File: src/rtl/bullet_pool_if.sv
// Spawn handshake bundle for bullet_pool: requester (master) offers a bullet,
// the pool (slave) answers with ready and the slot it will fill.
interface bullet_pool_if #(
  parameter int N_SLOTS = 8,
  parameter int COORD_W = 8,
  parameter int COLOR_W = 3
);
  localparam int IDX_W = $clog2(N_SLOTS);

  logic               spawn_valid;
  logic               spawn_ready;
  logic [COORD_W-1:0] spawn_pos_x;
  logic [COORD_W-1:0] spawn_pos_y;
  logic [COORD_W-1:0] spawn_size_x;
  logic [COORD_W-1:0] spawn_size_y;
  logic [COLOR_W-1:0] spawn_color;
  logic [IDX_W-1:0]   spawn_slot;

  modport master (
    output spawn_valid, spawn_pos_x, spawn_pos_y, spawn_size_x, spawn_size_y, spawn_color,
    input  spawn_ready, spawn_slot
  );

  modport slave (
    input  spawn_valid, spawn_pos_x, spawn_pos_y, spawn_size_x, spawn_size_y, spawn_color,
    output spawn_ready, spawn_slot
  );
endinterface

File: src/rtl/bullet_pool.sv
// Pool of N_SLOTS bullets: handshake spawn, strobed vertical motion, kill mask, two read ports.
// Optional: define BULLET_POOL_DESPAWN_EN to free bullets leaving the field instead of wrapping.
module bullet_pool #(
  parameter int N_SLOTS = 8,
  parameter int COORD_W = 8,
  parameter int COLOR_W = 3,
  parameter int STEP    = 5,
  parameter int Y_MAX   = 200,
  parameter int Y_WRAP  = 1,
  localparam int IDX_W  = $clog2(N_SLOTS)
) (
  input  logic               clk,
  input  logic               rst_n,
  input  logic               run,
  input  logic               clear,
  input  logic               tick,
  bullet_pool_if.slave       sp,
  input  logic [N_SLOTS-1:0] kill_mask,
  // One extra index bit so out-of-range requests are representable and read as zero.
  input  logic [IDX_W:0]     rd_idx_a,
  input  logic [IDX_W:0]     rd_idx_b,
  output logic [COORD_W-1:0] pos_x_a,
  output logic [COORD_W-1:0] pos_y_a,
  output logic [COORD_W-1:0] size_x_a,
  output logic [COORD_W-1:0] size_y_a,
  output logic [COLOR_W-1:0] color_a,
  output logic               alive_a,
  output logic [COORD_W-1:0] pos_x_b,
  output logic [COORD_W-1:0] pos_y_b,
  output logic [COORD_W-1:0] size_x_b,
  output logic [COORD_W-1:0] size_y_b,
  output logic [COLOR_W-1:0] color_b,
  output logic               alive_b,
  output logic [IDX_W:0]     active_count
);

  logic [COORD_W-1:0] pos_x  [N_SLOTS];
  logic [COORD_W-1:0] pos_y  [N_SLOTS];
  logic [COORD_W-1:0] size_x [N_SLOTS];
  logic [COORD_W-1:0] size_y [N_SLOTS];
  logic [COLOR_W-1:0] color  [N_SLOTS];
  logic [N_SLOTS-1:0] alive;

  logic [N_SLOTS-1:0] alive_nxt;
  logic [COORD_W-1:0] pos_y_nxt [N_SLOTS];
  logic [IDX_W:0]     count_nxt;
  logic [IDX_W-1:0]   free_idx;
  logic               any_free;
  logic               spawn_fire;

  // Lowest free slot wins; evaluated on the pre-edge state only.
  always_comb begin
    free_idx = '0;
    any_free = 1'b0;
    for (int unsigned i = 0; i < N_SLOTS; i++) begin
      if (!alive[i] && !any_free) begin
        free_idx = IDX_W'(i);
        any_free = 1'b1;
      end
    end
  end

  assign sp.spawn_ready = rst_n & run & any_free & ~clear;
  assign sp.spawn_slot  = free_idx;
  assign spawn_fire     = sp.spawn_valid & sp.spawn_ready;

  // Per-slot precedence: clear > spawn > kill > tick.
  always_comb begin
    logic [COORD_W:0] sum;
    sum       = '0;
    alive_nxt = alive;
    pos_y_nxt = pos_y;
    if (run) begin
      if (clear) begin
        alive_nxt = '0;
      end else begin
        for (int unsigned i = 0; i < N_SLOTS; i++) begin
          if (spawn_fire && free_idx == IDX_W'(i)) begin
            alive_nxt[i] = 1'b1;
            pos_y_nxt[i] = sp.spawn_pos_y;
          end else if (alive[i]) begin
            if (kill_mask[i]) begin
              alive_nxt[i] = 1'b0;
            end else if (tick) begin
              sum = {1'b0, pos_y[i]} + (COORD_W+1)'(STEP);
              if (sum >= (COORD_W+1)'(Y_MAX)) begin
`ifdef BULLET_POOL_DESPAWN_EN
                alive_nxt[i] = 1'b0;
`else
                pos_y_nxt[i] = COORD_W'(Y_WRAP);
`endif
              end else begin
                pos_y_nxt[i] = sum[COORD_W-1:0];
              end
            end
          end
        end
      end
    end
  end

  always_comb begin
    count_nxt = '0;
    for (int unsigned i = 0; i < N_SLOTS; i++) begin
      count_nxt = count_nxt + (IDX_W+1)'(alive_nxt[i]);
    end
  end

  always_ff @(posedge clk or negedge rst_n) begin
    if (!rst_n) begin
      alive        <= '0;
      active_count <= '0;
      for (int unsigned i = 0; i < N_SLOTS; i++) begin
        pos_x[i]  <= '0;
        pos_y[i]  <= '0;
        size_x[i] <= '0;
        size_y[i] <= '0;
        color[i]  <= '0;
      end
    end else begin
      alive        <= alive_nxt;
      active_count <= count_nxt;
      for (int unsigned i = 0; i < N_SLOTS; i++) begin
        pos_y[i] <= pos_y_nxt[i];
      end
      if (spawn_fire) begin
        pos_x[free_idx]  <= sp.spawn_pos_x;
        size_x[free_idx] <= sp.spawn_size_x;
        size_y[free_idx] <= sp.spawn_size_y;
        color[free_idx]  <= sp.spawn_color;
      end
    end
  end

  always_comb begin
    pos_x_a  = '0;
    pos_y_a  = '0;
    size_x_a = '0;
    size_y_a = '0;
    color_a  = '0;
    alive_a  = 1'b0;
    if (rd_idx_a < (IDX_W+1)'(N_SLOTS)) begin
      pos_x_a  = pos_x[rd_idx_a[IDX_W-1:0]];
      pos_y_a  = pos_y[rd_idx_a[IDX_W-1:0]];
      size_x_a = size_x[rd_idx_a[IDX_W-1:0]];
      size_y_a = size_y[rd_idx_a[IDX_W-1:0]];
      color_a  = color[rd_idx_a[IDX_W-1:0]];
      alive_a  = alive[rd_idx_a[IDX_W-1:0]];
    end
  end

  always_comb begin
    pos_x_b  = '0;
    pos_y_b  = '0;
    size_x_b = '0;
    size_y_b = '0;
    color_b  = '0;
    alive_b  = 1'b0;
    if (rd_idx_b < (IDX_W+1)'(N_SLOTS)) begin
      pos_x_b  = pos_x[rd_idx_b[IDX_W-1:0]];
      pos_y_b  = pos_y[rd_idx_b[IDX_W-1:0]];
      size_x_b = size_x[rd_idx_b[IDX_W-1:0]];
      size_y_b = size_y[rd_idx_b[IDX_W-1:0]];
      color_b  = color[rd_idx_b[IDX_W-1:0]];
      alive_b  = alive[rd_idx_b[IDX_W-1:0]];
    end
  end

endmodule

File: src/flat_wrapper.sv
// flat-port wrapper written by rule: the top's interface ports become plain ports
module bullet_pool_flat 
#(
  parameter int N_SLOTS = 8,
  parameter int COORD_W = 8,
  parameter int COLOR_W = 3,
  parameter int STEP    = 5,
  parameter int Y_MAX   = 200,
  parameter int Y_WRAP  = 1,
  localparam int IDX_W  = $clog2(N_SLOTS)
)
  (clk, rst_n, run, clear, tick, kill_mask, rd_idx_a, rd_idx_b, pos_x_a, pos_y_a, size_x_a, size_y_a, color_a, alive_a, pos_x_b, pos_y_b, size_x_b, size_y_b, color_b, alive_b, active_count, sp_spawn_valid, sp_spawn_pos_x, sp_spawn_pos_y, sp_spawn_size_x, sp_spawn_size_y, sp_spawn_color, sp_spawn_ready, sp_spawn_slot);
  bullet_pool_if #(.N_SLOTS(N_SLOTS), .COORD_W(COORD_W), .COLOR_W(COLOR_W)) sp_i ();
  input  logic clk;
  input  logic rst_n;
  input  logic run;
  input  logic clear;
  input  logic tick;
  input  logic [N_SLOTS-1:0] kill_mask;
  input  logic [IDX_W:0] rd_idx_a;
  input  logic [IDX_W:0] rd_idx_b;
  output logic [COORD_W-1:0] pos_x_a;
  output logic [COORD_W-1:0] pos_y_a;
  output logic [COORD_W-1:0] size_x_a;
  output logic [COORD_W-1:0] size_y_a;
  output logic [COLOR_W-1:0] color_a;
  output logic alive_a;
  output logic [COORD_W-1:0] pos_x_b;
  output logic [COORD_W-1:0] pos_y_b;
  output logic [COORD_W-1:0] size_x_b;
  output logic [COORD_W-1:0] size_y_b;
  output logic [COLOR_W-1:0] color_b;
  output logic alive_b;
  output logic [IDX_W:0] active_count;
  input wire logic [$bits(sp_i.spawn_valid)-1:0] sp_spawn_valid;
  input wire logic [$bits(sp_i.spawn_pos_x)-1:0] sp_spawn_pos_x;
  input wire logic [$bits(sp_i.spawn_pos_y)-1:0] sp_spawn_pos_y;
  input wire logic [$bits(sp_i.spawn_size_x)-1:0] sp_spawn_size_x;
  input wire logic [$bits(sp_i.spawn_size_y)-1:0] sp_spawn_size_y;
  input wire logic [$bits(sp_i.spawn_color)-1:0] sp_spawn_color;
  output wire logic [$bits(sp_i.spawn_ready)-1:0] sp_spawn_ready;
  output wire logic [$bits(sp_i.spawn_slot)-1:0] sp_spawn_slot;
  assign sp_i.spawn_valid = sp_spawn_valid;
  assign sp_i.spawn_pos_x = sp_spawn_pos_x;
  assign sp_i.spawn_pos_y = sp_spawn_pos_y;
  assign sp_i.spawn_size_x = sp_spawn_size_x;
  assign sp_i.spawn_size_y = sp_spawn_size_y;
  assign sp_i.spawn_color = sp_spawn_color;
  assign sp_spawn_ready = sp_i.spawn_ready;
  assign sp_spawn_slot = sp_i.spawn_slot;
  bullet_pool #(.N_SLOTS(N_SLOTS), .COORD_W(COORD_W), .COLOR_W(COLOR_W), .STEP(STEP), .Y_MAX(Y_MAX), .Y_WRAP(Y_WRAP)) u_core (.clk(clk), .rst_n(rst_n), .run(run), .clear(clear), .tick(tick), .sp(sp_i), .kill_mask(kill_mask), .rd_idx_a(rd_idx_a), .rd_idx_b(rd_idx_b), .pos_x_a(pos_x_a), .pos_y_a(pos_y_a), .size_x_a(size_x_a), .size_y_a(size_y_a), .color_a(color_a), .alive_a(alive_a), .pos_x_b(pos_x_b), .pos_y_b(pos_y_b), .size_x_b(size_x_b), .size_y_b(size_y_b), .color_b(color_b), .alive_b(alive_b), .active_count(active_count));
endmodule
File: config.mk
export PLATFORM = sky130hd
export DESIGN_NAME = bullet_pool_flat
export DESIGN_NICKNAME = d
export VERILOG_FILES = /design/src/rtl/bullet_pool_if.sv /design/src/rtl/bullet_pool.sv /design/src/flat_wrapper.sv
export SDC_FILE = /design/constraint.sdc
export NUM_CORES = 1
export LEC_CHECK = 0
export CAP_MARGIN = 0
export CORE_ASPECT_RATIO = 1.25
export CORE_MARGIN = 4
export CORE_UTILIZATION = 45
export DETAILED_ROUTE_END_ITERATION = 16
export PLACE_DENSITY_LB_ADDON = 0.08
export SYNTH_ARGS = -nofsm -noshare
export SYNTH_HDL_FRONTEND = slang
export SYNTH_SLANG_ARGS = --single-unit
export TNS_END_PERCENT = 10
File: constraint.sdc
create_clock -name clk -period 9.65 [get_ports clk]
set_clock_uncertainty 0.05 [all_clocks]
set_input_delay 1.93 -clock clk [delete_from_list [all_inputs] [get_ports clk]]
set_output_delay 1.93 -clock clk [all_outputs]
set_load 0.05 [all_outputs]
==> flow_metrics.tcl, run 1 <==
set metrics [dict create \
    synth.avg_cell_area_um2 10.15 \
    cts_sinks 292 \
    synth_cells 1819 \
    worst_hold_slack_ns 0.4440 \
    postCtsSetupRepairBufs 0 \
    cp.required_ns 7.67 \
    async_flop_share_pct 100.0 \
    synth_edf_count 0 \
    die-height_um 234.5 \
    crit_path_start_kind "primary input" \
    grt_pass1_wl_um 90710 \
    pre_cts_slack_ns 2.664 \
    synth_top_area_share_pct 39.58 \
    clkLatencyLatePin_ns 0.52 \
    die_w_um 189.2 \
    syn-num-nets 1899 \
    grt_overflow 0 \
    synth_common_cells "nand2_1, dfrtp_1, mux4_2" \
    final.setup.tns_ns 0 \
    core_area_um2 40320 \
    io_pins 137 \
    ant_nets 0 \
    syn_area_um2 18460 \
    setup_ws_ns 2.729 \
    syn2layout_area_growth_pct 14.83 \
    yosysMostFrequentCell "nand2_1" \
    max_slew_margin_pct 17.32 \
    grtUsageTotal_pct 26.47 \
    drc 0 \
    cap_violations 0 \
    clock.fmax_mhz 144.5 \
    gp_congestion 0.8836 \
    wl_um 58430 \
    cp_max_fo 47 \
    clkTransAtPathRegs_ns 0.05 \
    first_pass_iters 7 \
    ctsLongestPathBuffers 3 \
    final_net_count 1940 \
    port_buffers 136 \
    synthFlopType "dfrtp_1" \
    cts.htree.levels 2 \
    netlist_top_cells_area "dfrtp_1, mux4_2, nand2_1, mux2_2, mux2i_1" \
    synth_top_cell_by_area "dfrtp_1" \
    cts_tree "yes" \
    period_minus_slack_ns 6.921 \
    initial_core_util_pct 45.79 \
    grt_pass1_vias 15250 \
    p_leak_uw 0.009538 \
    setup_viol 0 \
    via_count 14970 \
    fin_cells 2430 \
    viasPerCell 6.162 \
    fillers 3558 \
    post-route-period-util_pct 71.72 \
    yosysWarnings 0 \
    dp_cells 2370 \
    cts.hold.buffers_added 0 \
    wl_per_cell_um 24.05 \
    ys_seq_area_share_pct 39.58 \
    synth-seq-cells 292 \
    path_class "primary input to output port" \
    tightest_slew_ns 1.227 \
    rows 82 \
    grt_max_degree 148 \
    synthDistinctLibCells 89 \
    drive_gt1_share_pct 17.99 \
    die_area_um2 44350 \
    power_density_nw_per_um2 161.8 \
    cp.arrival_ns 4.94 \
    drt_iter0_markers 1244 \
    worst_ir_drop_vdd_mv 0.1015 \
    slew_viol_final 0 \
    antenna_found_initial 0 \
    dp_hpwl_um 35940 \
    numCtsBuffers 34 \
    final_hold_viol_count 0 \
    rsz0062_at_grt "no" \
    hold_class "flip-flop to flip-flop" \
    cts_resized 0 \
    num_antenna_cells 0 \
    endpoint_kind "output port" \
    outcome "finished, final reports clean" \
    clockRootBuffer "clkbuf_16" \
]
-- registers in the layout, indices dropped and copies added (netlist names) --
register,cells
u_core.pos_y,64
u_core.alive,8
u_core.active_count,4
u_core.size_y,64
u_core.size_x,64
u_core.pos_x,64
u_core.color,24
-- logic make-up after synthesis --
| kind of cell | after synthesis | synth area share [%] |
|---|---|---|
| buffers and inverters | 194 | 4.175 |
| AND/OR/NAND/NOR | 729 | 17.18 |
| flip-flops | 292 | 39.58 |
| AO/OA/AOI/OAI | 277 | 10.59 |
| XOR/XNOR | 4 | 0.1898 |
| multiplexers | 300 | 26.57 |
| adder cells (fa/ha/maj) | 23 | 1.721 |
-- metrics by stage --
step / utilization, % / power (uW) / instance area [um^2]
floorplan: - / 1910 / 18460
global placement: 49.81 / 2128 / 20080
detailed placement: 49.81 / 2143 / 20080
CTS: 52.58 / 3458 / 21200
global route: 52.58 / 3584 / 21200
finish: 52.58 / 3429 / 21200
-- path summary, 6_finish.rpt --
check	from	end	slack (ns)	cells after the start
max in group asynchronous	rst_n	u_core.size_x[47]	6.09	3
hold / removal	u_core.pos_x[6]	u_core.pos_x[6]	0.44	2
setup / recovery	rd_idx_a[0]	size_y_a[0]	2.73	6
hold reg to reg	u_core.pos_x[6]	u_core.pos_x[6]	0.44	2
min in group asynchronous	rst_n	u_core.pos_y[51]	1.35	1
setup reg to reg	u_core.alive[0]	u_core.active_count[1]	4.93	14
-- layout by cell type (no fill, tap or decap), types with 6 or more instances in the layout --
cell / Yosys / routed
and3_1: 7 / 7
o2111ai_1: 6 / 6
inv_1: 42 / 42
o21ai_1: 6 / 6
clkdlybuf4s50_1: 0 / 127
nor4_1: 16 / 16
clkbuf_8: 0 / 6
nand4_1: 8 / 8
nor2_1: 114 / 113
o22ai_1: 15 / 15
or3_1: 9 / 9
a21o_1: 17 / 17
mux2i_1: 75 / 75
a21oi_1: 50 / 50
o21ai_0: 55 / 54
o31ai_1: 7 / 7
nand3_1: 21 / 21
buf_4: 2 / 24
nor3_1: 17 / 16
ha_1: 19 / 19
mux2_2: 81 / 81
a22oi_1: 15 / 15
a31oi_1: 14 / 14
or2_2: 7 / 7
nand2_1: 475 / 475
a22o_1: 7 / 7
a221oi_1: 7 / 7
a32oi_1: 10 / 10
a221o_1: 12 / 12
clkbuf_1: 94 / 7
mux4_2: 144 / 144
clkbuf_16: 0 / 35
dfrtp_1: 292 / 292
-- critical path, stage by stage --
cell             delay [ns]
buf_4                  0.72
buf_4                  0.61
mux4_2                 0.58
mux2i_1                0.21
nor2_1                 0.06
clkdlybuf4s50_1        0.74
-- per-layer routing --
metal / vias up / GRT usage, % / wire [um]
met2: 549 / 44.28 / 28660
met5: - / 0 / 0
li1: 6676 / - / -
met4: 0 / 12.07 / 2617
met3: 155 / 3.975 / 3245
met1: 7594 / 34.38 / 23910
-- cell type report --
cell class	count	area [um^2]	share of cell area [%]
clock inverter	12	131.4	0.6197
tap	546	683.2	3.222
inverter	42	157.7	0.7436
timing repair buffer	157	1506	7.106
multi-input combinational	1333	10430	49.20
clock buffer	48	984.7	4.645
sequential	292	7307	34.47
-- power by group --
part	total, uW	internal [uW]	switching, uW	leakage (uW)
registers	1440	1310	132	0.00382
logic	689	302	387	0.00518
clock network	1300	769	532	0.000536
total	3430	2380	1050	0.00954
Note: power is estimated with default switching activity, not from simulation.
==> run 2, diff against run 1 <==
- clock period: 9.65 -> 5.82 ns (I/O delays scaled with it)
==> run 2 against run 1 <==
Net effect: via count increased by 0.22%; final area increased by 1.2%; register-to-register slack got worse by 3.6 ns; sequential cell count unchanged; critical path type unchanged.
==> flow_metrics.tcl, run 2 (synthesis results as in run 1) <==
set metrics [dict create \
    grt_max_degree 74 \
    crit_path_start_kind "primary input" \
    gp_congestion 0.9032 \
    final_hold_viol_count 0 \
    drt_iter0_markers 1135 \
    endpoint_kind "output port" \
    period_minus_slack_ns 4.753 \
    final_util_pct 53.19 \
    io_pins 137 \
    die_w_um 189.2 \
    wl_per_cell_um 24.01 \
    cp_max_fo 26 \
    path_class "primary input to output port" \
    worst_ir_drop_vdd_mv 0.1940 \
    cp.required_ns 4.61 \
    clkLatencyLatePin_ns 0.54 \
    max_slew_margin_pct 16.35 \
    power_density_nw_per_um2 270.9 \
    final_net_count 1950 \
    power.internal_uw 4070 \
    setup_ws_ns 1.067 \
    pre_cts_slack_ns 0.7386 \
    outcome "finished, final reports clean" \
    clockRootBuffer "clkbuf_16" \
    tightest_slew_ns 1.242 \
    cts_resized 0 \
    cts_tree "yes" \
    rsz0062_at_grt "no" \
    clock.fmax_mhz 210.4 \
    ctsLongestPathBuffers 3 \
    drive_gt1_share_pct 18.62 \
    fin_area_um2 21450 \
    numCtsBuffers 34 \
    port_buffers 136 \
    dp_cells 2380 \
    ant_nets 0 \
    via_count 15010 \
    pwr-share-seq_pct 40.8 \
    first_pass_iters 5 \
    viasPerCell 6.143 \
    p_leak_uw 0.009672 \
    setup_viol 0 \
    layout_common_cells "nand2_1, dfrtp_1, mux4_2" \
    grtUsageTotal_pct 26.46 \
    layout.area.seq_um2 7307 \
    p_clk_share_pct 39.5 \
    die_area_um2 44350 \
    multi_input_area_um2 10430 \
    final.setup.tns_ns 0 \
    cap_violations 0 \
    dp_hpwl_um 36780 \
    initial_core_util_pct 45.79 \
    post-route-period-util_pct 81.67 \
    cp.arrival_ns 3.54 \
    final_common_cell "nand2_1" \
    drc 0 \
    grt_overflow 0 \
    wl_um 58660 \
    grt_pass1_wl_um 91180 \
    syn2layout_area_growth_pct 16.16 \
    r2r_slack_ns 1.37 \
    die-height_um 234.5 \
    comb_power_share_pct 19.7 \
    postCtsSetupRepairBufs 0 \
    cts.htree.levels 2 \
    core_area_um2 40320 \
    switching_share_pct 29.95 \
    dpl-instance-area_um2 20230 \
    slew_viol_final 0 \
    cts_sinks 292 \
    p_sw_uw 1740 \
    antenna_found_initial 1 \
    hold_class "flip-flop to flip-flop" \
    fillers 3499 \
    cts.hold.buffers_added 0 \
    clkTransAtPathRegs_ns 0.06 \
    grt_pass1_vias 15340 \
    rows 82 \
    fin_cells 2443 \
]
-- run 2: worst paths after layout --
check / cells past startpoint / to / from
setup / recovery: 6 / size_x_b[7] / rd_idx_b[0]
hold / removal: 2 / u_core.size_y[41] / u_core.size_y[41]
setup reg to reg: 13 / u_core.active_count[1] / u_core.alive[0]
hold reg to reg: 2 / u_core.size_y[41] / u_core.size_y[41]
max in group asynchronous: 4 / u_core.size_y[43] / rst_n
min in group asynchronous: 1 / u_core.pos_y[25] / rst_n
-- run 2: critical path: stages --
cell and delay (ns):
buf_4 0.45, buf_12 0.31, mux4_2 0.54, mux2i_1 0.19, nor2_1 0.09, clkdlybuf4s50_1 0.77
-- run 2: cell type report --
type                    count  share of cell area, %
clock inverters            10                 0.7001
well taps                 546                  3.185
flip-flops and latches    292                  34.07
repair buffers            167                  7.724
diodes                      1                0.01167
clock buffers              52                  4.941
inverters                  42                 0.7351
multi-input cells        1333                  48.63
-- run 2: power groups by stage --
stage	combinational, uW	clock, uW	sequential, uW
CTS	1150	2350	2360
detailed placement	1140	0	2400
global route	1250	2440	2400
floorplan	880	0	2290
finish	1150	2290	2370
global placement	1140	0	2390
-- run 2: metal layers --
metal  share of wire (%)  global-route usage [%]  vias to the layer above
met2                  49                   44.37                      535
met5                   0                       0                        -
met3                 6.1                   3.753                      107
li1                    -                       -                     6704
met1                  42                   35.50                     7661
met4                 3.3                   9.613                        0
-- run 2: per-stage QoR --
stage | hold WS (ns) | power, uW
6_report | 0.4381 | 5811
5_1_grt | 0.4544 | 6083
4_1_cts | 0.4427 | 5860
3_5_place_dp | 0.4282 | 3546
3_3_place_gp | 0.4213 | 3530
2_1_floorplan | 0.4070 | 3166
==> run 3, diff against run 2 <==
- clock period: 5.82 -> 4.7 ns (I/O delays scaled with it)
==> run 3 against run 2 <==
Net effect: highest routed layer unchanged; first-iteration DRC count shrank 1.5%; largest cell class unchanged; critical path type is now flip-flop to flip-flop; combinational power grew 26%; die area is the same; clock power grew 19%.
==> flow_metrics.tcl, run 3 (synthesis results as in run 1) <==
set metrics [dict create \
    outcome "finished, final reports clean" \
    drc 0 \
    crit_path_start_kind "flip-flop" \
    ant_nets 0 \
    initial_core_util_pct 45.79 \
    wl_per_cell_um 23.98 \
    numCtsBuffers 34 \
    io_pins 137 \
    cts_sinks 292 \
    final.setup.tns_ns 0 \
    layout_common_cells "nand2_1, dfrtp_1, mux4_2" \
    viasPerCell 6.146 \
    power_density_nw_per_um2 328.1 \
    final_hold_viol_count 0 \
    grt_pass1_wl_um 92470 \
    drt_iter0_markers 1118 \
    wl_um 59370 \
    ctsLongestPathBuffers 3 \
    cp_slowest_stage_delay_ns 0.58 \
    gp_congestion 0.8925 \
    setup_viol 0 \
    drive_gt1_share_pct 20.08 \
    syn2layout_area_growth_pct 17.34 \
    fin_cells 2476 \
    tightest_slew_ns 1.226 \
    worst_ir_drop_vdd_mv 0.2252 \
    layout.area.seq_um2 7307 \
    p_leak_uw 0.009828 \
    die_area_um2 44350 \
    first_pass_iters 7 \
    dp_hpwl_um 37800 \
    cap_violations 0 \
    power.total_uw 7108 \
    clock.fmax_mhz 238.8 \
    max_slew_margin_pct 17.57 \
    clockRootBuffer "clkbuf_16" \
    dpl-instance-area_um2 20510 \
    post-route-period-util_pct 89.11 \
    dp_cells 2411 \
    cts.htree.levels 2 \
    hold_class "primary input to asynchronous set/reset pin" \
    final_common_cell "nand2_1" \
    grt_max_degree 73 \
    rows 82 \
    cts.hold.buffers_added 0 \
    core_area_um2 40320 \
    cp_max_fo 10 \
    port_buffers 136 \
    endpoint_kind "flip-flop" \
    grtUsageTotal_pct 26.74 \
    cp.required_ns 5.11 \
    final_net_count 1981 \
    grt_overflow 0 \
    die_w_um 189.2 \
    multi_input_area_um2 10430 \
    via_count 15220 \
    postCtsSetupRepairBufs 0 \
    period_minus_slack_ns 4.188 \
    clkLatencyLatePin_ns 0.52 \
    cp.arrival_ns 4.60 \
    crit_slowest_cell "dfrtp_1" \
    rsz0062_at_grt "no" \
    path_class "flip-flop to flip-flop" \
    grt_pass1_vias 15590 \
    cts_resized 0 \
    clkTransAtPathRegs_ns 0.06 \
    antenna_found_initial 3 \
    slew_viol_final 0 \
    path_cells "nand4_4 > or3_4 > a2111o_1 > nand2_1 > ha_1 > inv_1 > fa_1 > inv_1 > fa_1 > fa_1 > inv_1 > fa_1 > inv_1" \
    fillers 3528 \
    die-height_um 234.5 \
    fin_area_um2 21660 \
    cts_tree "yes" \
]
-- run 3: cell types whose count changed in the layout (fill, tap and decap cells not counted), sizes merged, moves of 2 or more --
cell / before / now
clkinv: 6 / 12
diode: 1 / 3
buf: 40 / 74
clkbuf: 52 / 48
clkdlybuf4s50: 127 / 124
-- run 3: cell type report --
type / instances / area share, %
multi-input cells: 1333 / 48.14
inverters: 42 / 0.7277
flip-flops and latches: 292 / 33.73
diodes: 3 / 0.03465
well taps: 546 / 3.153
clock inverters: 14 / 0.6584
repair buffers: 198 / 8.917
clock buffers: 48 / 4.638
-- run 3: worst paths after layout --
kind	depth (start not counted)	slack [ns]	to	from
max in group asynchronous	4	1.94	u_core.size_x[1]	rst_n
min in group clk	2	0.44	u_core.pos_x[42]	u_core.pos_x[42]
worst max-delay path	13	0.51	u_core.active_count[1]	u_core.alive[3]
worst max register to register	13	0.51	u_core.active_count[1]	u_core.alive[3]
worst min-delay path	2	0.42	u_core.pos_y[56]	rst_n
worst min register to register	2	0.44	u_core.pos_x[42]	u_core.pos_x[42]
-- run 3: where the power goes --
| part | switching, uW | internal (uW) |
|---|---|---|
| combinational | 805 | 645 |
| clock | 1110 | 1610 |
| sequential | 252 | 2680 |
-- run 3: through the flow --
step	setup WS, ns	util (%)	hold slack [ns]
floorplan	0.2409	-	0.4070
global placement	0.1912	50.87	0.4194
detailed placement	0.1577	50.87	0.4281
CTS	0.5035	53.71	0.4427
global route	0.3358	53.72	0.4596
finish	0.5118	53.73	0.4223
-- run 3: worst max-delay path: cells and delay by family, from the launching register on --
kind | cells | cell delay (ns)
adder cells (fa/ha/maj) | 5 | 2.03
AND/OR/NAND/NOR | 3 | 0.74
buffers and inverters | 4 | 0.26
AO/OA/AOI/OAI | 1 | 0.45
flip-flops | 1 | 0.58
-- run 3: layer usage --
metal	share of wire, %	GRT usage [%]
met4	3.5	10.25
met1	42	35.43
met3	5.2	3.634
met5	0	0
met2	49	45.22
